<file path="config.mk">
export PLATFORM = sky130hd
export DESIGN_NAME = imem_loader_flat
export DESIGN_NICKNAME = d
export VERILOG_FILES = /design/src/rtl/imem_loader_pkg.sv /design/src/rtl/imem_loader_if.sv /design/src/rtl/imem_loader_word_assembler.sv /design/src/rtl/imem_loader.sv /design/src/flat_wrapper.sv
export SDC_FILE = /design/constraint.sdc
export NUM_CORES = 1
export LEC_CHECK = 0
export CORE_MARGIN = 2
export CORE_UTILIZATION = 58
export CTS_CLUSTER_DIAMETER = 50
export DETAILED_ROUTE_END_ITERATION = 8
export PLACE_DENSITY = 0.85
export SKIP_LAST_GASP = 1
export SYNTH_ARGS = -nofsm -noshare
export SYNTH_HDL_FRONTEND = slang
export SYNTH_SLANG_ARGS = --single-unit
</file>
<file path="constraint.sdc">
create_clock -name clk -period 6.1 [get_ports clk]
set_input_delay 0.915 -clock clk [delete_from_list [all_inputs] [get_ports clk]]
set_output_delay 0.915 -clock clk [all_outputs]
set_load 0.05 [all_outputs]
</file>
<file path="src/rtl/imem_loader_pkg.sv">
// Shared types and constants for the instruction-memory loader.
// Optional checksum support is selected with IMEM_LOADER_CHECKSUM_EN.
package imem_pkg;
    localparam int IMEM_DEPTH     = 257;
    localparam int BYTES_PER_WORD = 4;
    localparam int LEN_BYTES      = 2;
    localparam int LANE_W         = $clog2(BYTES_PER_WORD);

    typedef enum logic [2:0] {
        S_IDLE,
        S_LEN_LO,
        S_LEN_HI,
        S_DATA,
        S_WRITE,
        S_CHK,
        S_DONE
    } state_e;
endpackage

</file>
<file path="src/rtl/imem_loader_if.sv">
// Byte-stream input and instruction-memory write port of the loader.
// The loader uses the master view, the host bridge and memory the slave view.
interface imem_loader_if;
    logic        in_valid;
    logic [7:0]  in_data;
    logic        in_ready;
    logic        WE_IM;
    logic [31:0] A_IM_W;
    logic [31:0] WD_IM;

    modport master (
        input  in_valid,
        input  in_data,
        output in_ready,
        output WE_IM,
        output A_IM_W,
        output WD_IM
    );

    modport slave (
        output in_valid,
        output in_data,
        input  in_ready,
        input  WE_IM,
        input  A_IM_W,
        input  WD_IM
    );
endinterface

</file>
<file path="src/rtl/imem_loader_word_assembler.sv">
// Collects bytes LSB first into one word; word_full marks the byte that completes it.
module word_assembler
    import imem_pkg::*;
(
    input  logic                        clk,
    input  logic                        rst,
    input  logic                        clr,
    input  logic                        byte_valid,
    input  logic [7:0]                  byte_data,
    output logic [8*BYTES_PER_WORD-1:0] word,
    output logic                        word_full
);
    logic [LANE_W-1:0] lane_q;
    logic [LANE_W-1:0] lane_d;

    always_comb begin
        lane_d = lane_q;
        if (clr) begin
            lane_d = '0;
        end else if (byte_valid) begin
            lane_d = lane_q + LANE_W'(1);
        end
    end

    always_ff @(posedge clk) begin
        if (rst) begin
            lane_q <= '0;
        end else begin
            lane_q <= lane_d;
        end
    end

    assign word_full = byte_valid && (lane_q == LANE_W'(BYTES_PER_WORD - 1));

    for (genvar gi = 0; gi < BYTES_PER_WORD; gi++) begin : g_lane
        logic [7:0] byte_q;

        always_ff @(posedge clk) begin
            if (rst) begin
                byte_q <= '0;
            end else if (byte_valid && (lane_q == LANE_W'(gi))) begin
                byte_q <= byte_data;
            end
        end

        assign word[gi*8 +: 8] = byte_q;
    end
endmodule

</file>
<file path="src/rtl/imem_loader.sv">
// Loads a length-prefixed little-endian byte stream into instruction memory, holding the core meanwhile.
// Define IMEM_LOADER_CHECKSUM_EN to add a trailing XOR checksum byte and the err_chk flag.
module imem_loader
    import imem_pkg::*;
#(
    parameter int          DEPTH     = IMEM_DEPTH,
    parameter logic [31:0] BASE_ADDR = 32'h0000_0000
) (
    input  logic         clk,
    input  logic         rst,
    input  logic         load_start,
    imem_loader_if.master bus,
    output logic         cpu_hold,
    output logic         load_done,
`ifdef IMEM_LOADER_CHECKSUM_EN
    output logic         err_chk,
`endif
    output logic         err_len
);
    state_e      state_q, state_d;
    logic [15:0] len_q, len_d;
    logic [15:0] word_cnt_q, word_cnt_d;
    logic [31:0] addr_q, addr_d;
    logic        err_len_q, err_len_d;
`ifdef IMEM_LOADER_CHECKSUM_EN
    logic [7:0]  chk_q, chk_d;
    logic        err_chk_q, err_chk_d;
`endif

    logic        in_ready;
    logic        we;
    logic        done_pulse;
    logic        asm_clr;
    logic        asm_valid;
    logic        word_full;
    logic [31:0] word;
    logic [15:0] len_rx;
    logic [15:0] word_cnt_inc;

    assign len_rx       = {bus.in_data, len_q[7:0]};
    assign word_cnt_inc = word_cnt_q + 16'd1;
    assign asm_valid    = (state_q == S_DATA) && bus.in_valid;

    word_assembler u_asm (
        .clk        (clk),
        .rst        (rst),
        .clr        (asm_clr),
        .byte_valid (asm_valid),
        .byte_data  (bus.in_data),
        .word       (word),
        .word_full  (word_full)
    );

    always_comb begin
        state_d    = state_q;
        len_d      = len_q;
        word_cnt_d = word_cnt_q;
        addr_d     = addr_q;
        err_len_d  = err_len_q;
`ifdef IMEM_LOADER_CHECKSUM_EN
        chk_d      = chk_q;
        err_chk_d  = err_chk_q;
`endif
        in_ready   = 1'b0;
        we         = 1'b0;
        done_pulse = 1'b0;
        asm_clr    = 1'b0;

        case (state_q)
            S_IDLE: begin
                if (load_start) begin
                    state_d    = S_LEN_LO;
                    err_len_d  = 1'b0;
                    addr_d     = BASE_ADDR;
                    word_cnt_d = '0;
                    asm_clr    = 1'b1;
`ifdef IMEM_LOADER_CHECKSUM_EN
                    chk_d      = '0;
                    err_chk_d  = 1'b0;
`endif
                end
            end
            S_LEN_LO: begin
                in_ready = 1'b1;
                if (bus.in_valid) begin
                    len_d[7:0] = bus.in_data;
                    state_d    = S_LEN_HI;
`ifdef IMEM_LOADER_CHECKSUM_EN
                    chk_d      = chk_q ^ bus.in_data;
`endif
                end
            end
            S_LEN_HI: begin
                in_ready = 1'b1;
                if (bus.in_valid) begin
                    len_d[15:8] = bus.in_data;
                    state_d     = (len_rx == 16'd0) ? S_DONE : S_DATA;
                    if (32'(len_rx) > 32'(DEPTH)) begin
                        err_len_d = 1'b1;
                    end
`ifdef IMEM_LOADER_CHECKSUM_EN
                    chk_d       = chk_q ^ bus.in_data;
`endif
                end
            end
            S_DATA: begin
                in_ready = 1'b1;
                if (bus.in_valid) begin
`ifdef IMEM_LOADER_CHECKSUM_EN
                    chk_d = chk_q ^ bus.in_data;
`endif
                    if (word_full) begin
                        state_d = S_WRITE;
                    end
                end
            end
            S_WRITE: begin
                // Words beyond the array are still counted so the stream stays framed.
                we         = (addr_q[31:2] < 30'(DEPTH));
                addr_d     = addr_q + 32'd4;
                word_cnt_d = word_cnt_inc;
                if (word_cnt_inc == len_q) begin
`ifdef IMEM_LOADER_CHECKSUM_EN
                    state_d = S_CHK;
`else
                    state_d = S_DONE;
`endif
                end else begin
                    state_d = S_DATA;
                end
            end
`ifdef IMEM_LOADER_CHECKSUM_EN
            S_CHK: begin
                in_ready = 1'b1;
                if (bus.in_valid) begin
                    if (bus.in_data != chk_q) begin
                        err_chk_d = 1'b1;
                    end
                    state_d = S_DONE;
                end
            end
`endif
            S_DONE: begin
                done_pulse = 1'b1;
                state_d    = S_IDLE;
            end
            default: begin
                state_d = S_IDLE;
            end
        endcase
    end

    always_ff @(posedge clk) begin
        if (rst) begin
            state_q    <= S_IDLE;
            len_q      <= '0;
            word_cnt_q <= '0;
            addr_q     <= BASE_ADDR;
            err_len_q  <= 1'b0;
`ifdef IMEM_LOADER_CHECKSUM_EN
            chk_q      <= '0;
            err_chk_q  <= 1'b0;
`endif
        end else begin
            state_q    <= state_d;
            len_q      <= len_d;
            word_cnt_q <= word_cnt_d;
            addr_q     <= addr_d;
            err_len_q  <= err_len_d;
`ifdef IMEM_LOADER_CHECKSUM_EN
            chk_q      <= chk_d;
            err_chk_q  <= err_chk_d;
`endif
        end
    end

    assign bus.in_ready = in_ready;
    assign bus.WE_IM    = we;
    assign bus.A_IM_W   = addr_q;
    assign bus.WD_IM    = word;
    assign cpu_hold     = (state_q != S_IDLE);
    assign load_done    = done_pulse;
    assign err_len      = err_len_q;
`ifdef IMEM_LOADER_CHECKSUM_EN
    assign err_chk      = err_chk_q;
`endif
endmodule

</file>
<file path="src/flat_wrapper.sv">
// flat-port wrapper written by rule: the top's interface ports become plain ports
module imem_loader_flat import imem_pkg::*;
#(
    parameter int          DEPTH     = IMEM_DEPTH,
    parameter logic [31:0] BASE_ADDR = 32'h0000_0000
)
  (clk, rst, load_start, cpu_hold, load_done, err_len, bus_in_valid, bus_in_data, bus_in_ready, bus_WE_IM, bus_A_IM_W, bus_WD_IM);
  imem_loader_if bus_i ();
  input  logic clk;
  input  logic rst;
  input  logic load_start;
  output logic cpu_hold;
  output logic load_done;
  output logic err_len;
  input wire logic [$bits(bus_i.in_valid)-1:0] bus_in_valid;
  input wire logic [$bits(bus_i.in_data)-1:0] bus_in_data;
  output wire logic [$bits(bus_i.in_ready)-1:0] bus_in_ready;
  output wire logic [$bits(bus_i.WE_IM)-1:0] bus_WE_IM;
  output wire logic [$bits(bus_i.A_IM_W)-1:0] bus_A_IM_W;
  output wire logic [$bits(bus_i.WD_IM)-1:0] bus_WD_IM;
  assign bus_i.in_valid = bus_in_valid;
  assign bus_i.in_data = bus_in_data;
  assign bus_in_ready = bus_i.in_ready;
  assign bus_WE_IM = bus_i.WE_IM;
  assign bus_A_IM_W = bus_i.A_IM_W;
  assign bus_WD_IM = bus_i.WD_IM;
  imem_loader #(.DEPTH(DEPTH), .BASE_ADDR(BASE_ADDR)) u_core (.clk(clk), .rst(rst), .load_start(load_start), .bus(bus_i), .cpu_hold(cpu_hold), .load_done(load_done), .err_len(err_len));
endmodule
</file>
==> impl_metrics.py <==
metrics = {
    "pwr": {
        "power_leakage_uw": 0.00189,
        "ir_worst_vdd_v": 0.000140,
        "powerDensity_nw_per_um2": 229,
    },
    "clock_network": {
        "cts_resized": 0,
        "clock_sinks": 100,
        "clkSlewWorstSetupHoldPaths_ns": 0.11,
        "cts_buffers": 9,
        "clockRootBuffer": "clkbuf_8",
        "cts_max_path_buffers": 2,
        "ctsHoldBuffers": 0,
        "clk_latency_ns": 0.38,
        "post-cts-setup-buffers": 0,
        "htree_levels": 3,
        "cts_tree": "yes",
    },
    "critical_path": {
        "slowest_delay_ns": 0.85,
        "cp-start-kind": "flip-flop",
        "worst-path-buf-inv": 2,
        "critPathMaxFanout": 7,
        "cp.required_ns": 5.18,
        "crit_path_start": "u_core.bus.A_IM_W[2]$_SDFFE_PP0P_",
        "ff2ff_setup_slack_ns": 3.37,
        "arrival_ns": 2.81,
        "regToRegStartpoint": "u_core.state_q[0]$_SDFFE_PP0P_",
        "crit_type": "reg2out",
        "r2r_end": "u_core.word_cnt_q[13]$_SDFFE_PP0P_",
        "crit_cells": 7,
        "critPathCaptureType": "output port",
        "rr_worst_depth": 6,
        "crit_path_top_delay_cell": "clkdlybuf4s50_1",
        "crit_family": "buffers and inverters",
        "cp-endpoint": "bus_WE_IM",
        "path_cells": "inv_1 > ha_1 > nand3_1 > o41ai_1 > nand4_1 > nor4_1 > clkdlybuf4s50_1",
    },
    "synth": {
        "synth-simple-area-share_pct": 30.8,
        "syn_avg_cell_area_um2": 7.75,
        "synth_edf_count": 0,
        "synth.yosys.seq_area_share_pct": 39.6,
        "synth_compound_gate_area_share_pct": 17.1,
        "synthAdderAreaFrac_pct": 1.73,
        "yosys_warnings": 0,
        "muxShareOfSynthArea_pct": 1.51,
        "synth_ff_type": "dfxtp_1",
        "ys_async_sr_fraction_pct": 0,
        "netlist_area_um2": 5050,
        "synth_top_family_by_area": "simple AND/OR/NAND/NOR gates",
        "synth_area_leaders": "dfxtp_1, nand2_1, a21oi_1",
        "netlist_instances": 652,
        "synth_largest_area_cell": "dfxtp_1",
        "synth_top_area_share_pct": 39.6,
        "yosys.area_share.xor_xnor_pct": 3.64,
        "synth_seq_cells": 100,
        "synth.distinct_cells": 58,
    },
    "floorplanning": {
        "num_rows": 34,
        "ios": 81,
        "start_util_pct": 58.8,
        "die_h_um": 97.3,
        "dieArea_um2": 9470,
        "coreArea_um2": 8590,
        "die_x_um": 97.3,
    },
    "finish": {
        "n_fill_cell": 722,
        "antenna_cells": 0,
        "fin_util_pct": 69.2,
        "regArea_um2": 2000,
        "multi_input_area_um2": 2780,
        "nets": 714,
        "area.growth.synth_to_final_pct": 17.6,
        "instances_no_fill": 808,
        "drive_above_1_share_pct": 5.00,
    },
    "drt": {
        "firstDrtPassIters": 5,
        "vias_per_cell": 6.14,
        "vias": 4965,
        "drc": 0,
        "drt_iter0_drc": 288,
        "drt-met1-wl_mm": 5.67,
        "wl_met2_mm": 6.25,
        "wl_mm": 13.1,
        "antenna_left": 0,
        "wl_met3_um": 957,
        "top_layer": "met4",
        "wire_per_inst_um": 16.2,
    },
    "placed_design": {
        "hpwlAfterDp_mm": 8.77,
        "dp_slack_ns": 2.81,
        "dp_cells": 792,
        "gp_congestion": 0.905,
        "io_buffers": 78,
    },
    "timing": {
        "hold_violations": 0,
        "drv_slew": 0,
        "fin_crit_ns": 3.72,
        "finalClockSkew_ns": 0.0111,
        "setup_viol": 0,
        "relSlewSlack_pct": 25.3,
        "setup_ws_ns": 2.38,
        "fin_crit_sh_pct": 61.0,
        "rsz0062_at_grt": "no",
        "hold_ws_ns": 0.463,
        "final.setup.tns_ns": 0,
        "worstMarginPinSlew_ns": 1.12,
        "max_clock_freq_ghz": 0.269,
    },
    "global_routing": {
        "grt_max_degree": 61,
        "grt.total_usage_pct": 27.2,
        "grt-ovfl-total": 0,
        "grt_pass1_wl_mm": 21.5,
        "grt_pass1_vias": 4496,
        "antenna_found_initial": 0,
    },
    "min_path": {
        "hp-start": "u_core.u_asm.g_lane[1].byte_q[7]$_SDFFE_PP0P_",
        "hold_path_class": "reg2reg",
    },
    "status": {
        "run_status": "complete, no violations",
    },
    "flow_run": {
        "cap_violations": 0,
    },
}
[report_power, final]
group | switching [µW] | internal, µW
sequential | 28.1 | 671
combinational | 171 | 71.7
clock | 253 | 168
[how the worst min path moves through the flow]
| stage | slack [ns] | cells past startpoint | endpoint |
|---|---|---|---|
| after CTS | 0.46 | 2 | u_core.u_asm.g_lane[1].byte_q[4]$_SDFFE_PP0P_ |
| after floorplan | 0.45 | 2 | u_core.len_q[13]$_SDFFE_PP0P_ |
| after detailed placement | 0.45 | 2 | u_core.u_asm.g_lane[1].byte_q[7]$_SDFFE_PP0P_ |
| final | 0.46 | 2 | u_core.u_asm.g_lane[1].byte_q[7]$_SDFFE_PP0P_ |
| after global placement | 0.44 | 2 | u_core.u_asm.g_lane[1].byte_q[3]$_SDFFE_PP0P_ |
| after global routing | 0.49 | 2 | u_core.u_asm.g_lane[3].byte_q[4]$_SDFFE_PP0P_ |
[cell usage after synthesis, types with 3 or more instances]
master,instances
or3_1,8
nor3b_1,4
o211ai_1,5
nand4_1,11
inv_1,10
o21a_1,3
a211oi_1,6
nand3b_1,5
a21oi_1,75
a31oi_1,10
buf_6,3
buf_2,3
xnor2_1,18
nor4_1,16
a22oi_1,3
nor2_1,51
and4_1,7
a311oi_1,7
or2_2,3
nand3_1,63
nor2b_1,8
mux2_2,5
xor2_1,3
dfxtp_1,100
ha_1,7
clkbuf_1,37
nor3_1,12
nand2_1,101
o21ai_0,21
buf_4,6
and3_1,8
[cells in the final DEF (no fill, tap or decap), types with 11 or more instances in the layout]
cell type,n
a21oi_1,75
clkdlybuf4s50_1,77
dfxtp_1,100
nand2_1,101
nand3_1,63
nand4_1,11
nor2_1,51
nor3_1,12
nor4_1,16
o21ai_0,21
xnor2_1,18
[worst register-to-register path, stage by stage (launching register included)]
cell and delay (ns):
dfxtp_1 0.43, nor3_1 0.50, nand2_1 0.60, nand2_1 0.61, o21ai_0 0.20, a22oi_1 0.23, nor2_1 0.06
[layer usage]
| layer | global-route usage, % | vias to the layer above |
|---|---|---|
| li1 | - | 2407 |
| met1 | 36.5 | 2348 |
| met2 | 44.4 | 193 |
| met3 | 5.54 | 17 |
| met4 | 8.23 | 0 |
| met5 | 0 | - |
[registers in the layout, indices dropped and copies added (netlist names)]
signal	flops
u_core.u_asm.lane_q	2
u_core.err_len	1
u_core.state_q	3
u_core.len_q	16
u_core.u_asm.g_lane.byte_q	32
u_core.word_cnt_q	16
u_core.bus.A_IM_W	30
[stage by stage]
stage | area [µm²] | power (µW)
2_1_floorplan | 5060 | 885
4_1_cts | 5940 | 1360
3_5_place_dp | 5750 | 954
5_1_grt | 5940 | 1430
6_report | 5940 | 1360
3_3_place_gp | 5750 | 948
[final cells by class]
class / count / share of cell area [%]
Sequential cell: 100 / 33.7
Timing Repair Buffer: 81 / 13.4
Inverter: 10 / 0.632
Tap cell: 108 / 2.27
Multi-Input combinational cell: 493 / 46.8
Clock buffer: 10 / 2.32
Clock inverter: 6 / 0.905
[cell families after synthesis]
logic type / Yosys count
AOI/OAI and AO/OA: 144
xor gates and xnor gates: 21
adders and majority gates: 7
buffers and inverters: 60
DFF: 100
muxes: 7
other: 1
and+or+nand+nor: 312
Power figures use the tool's default switching activity.
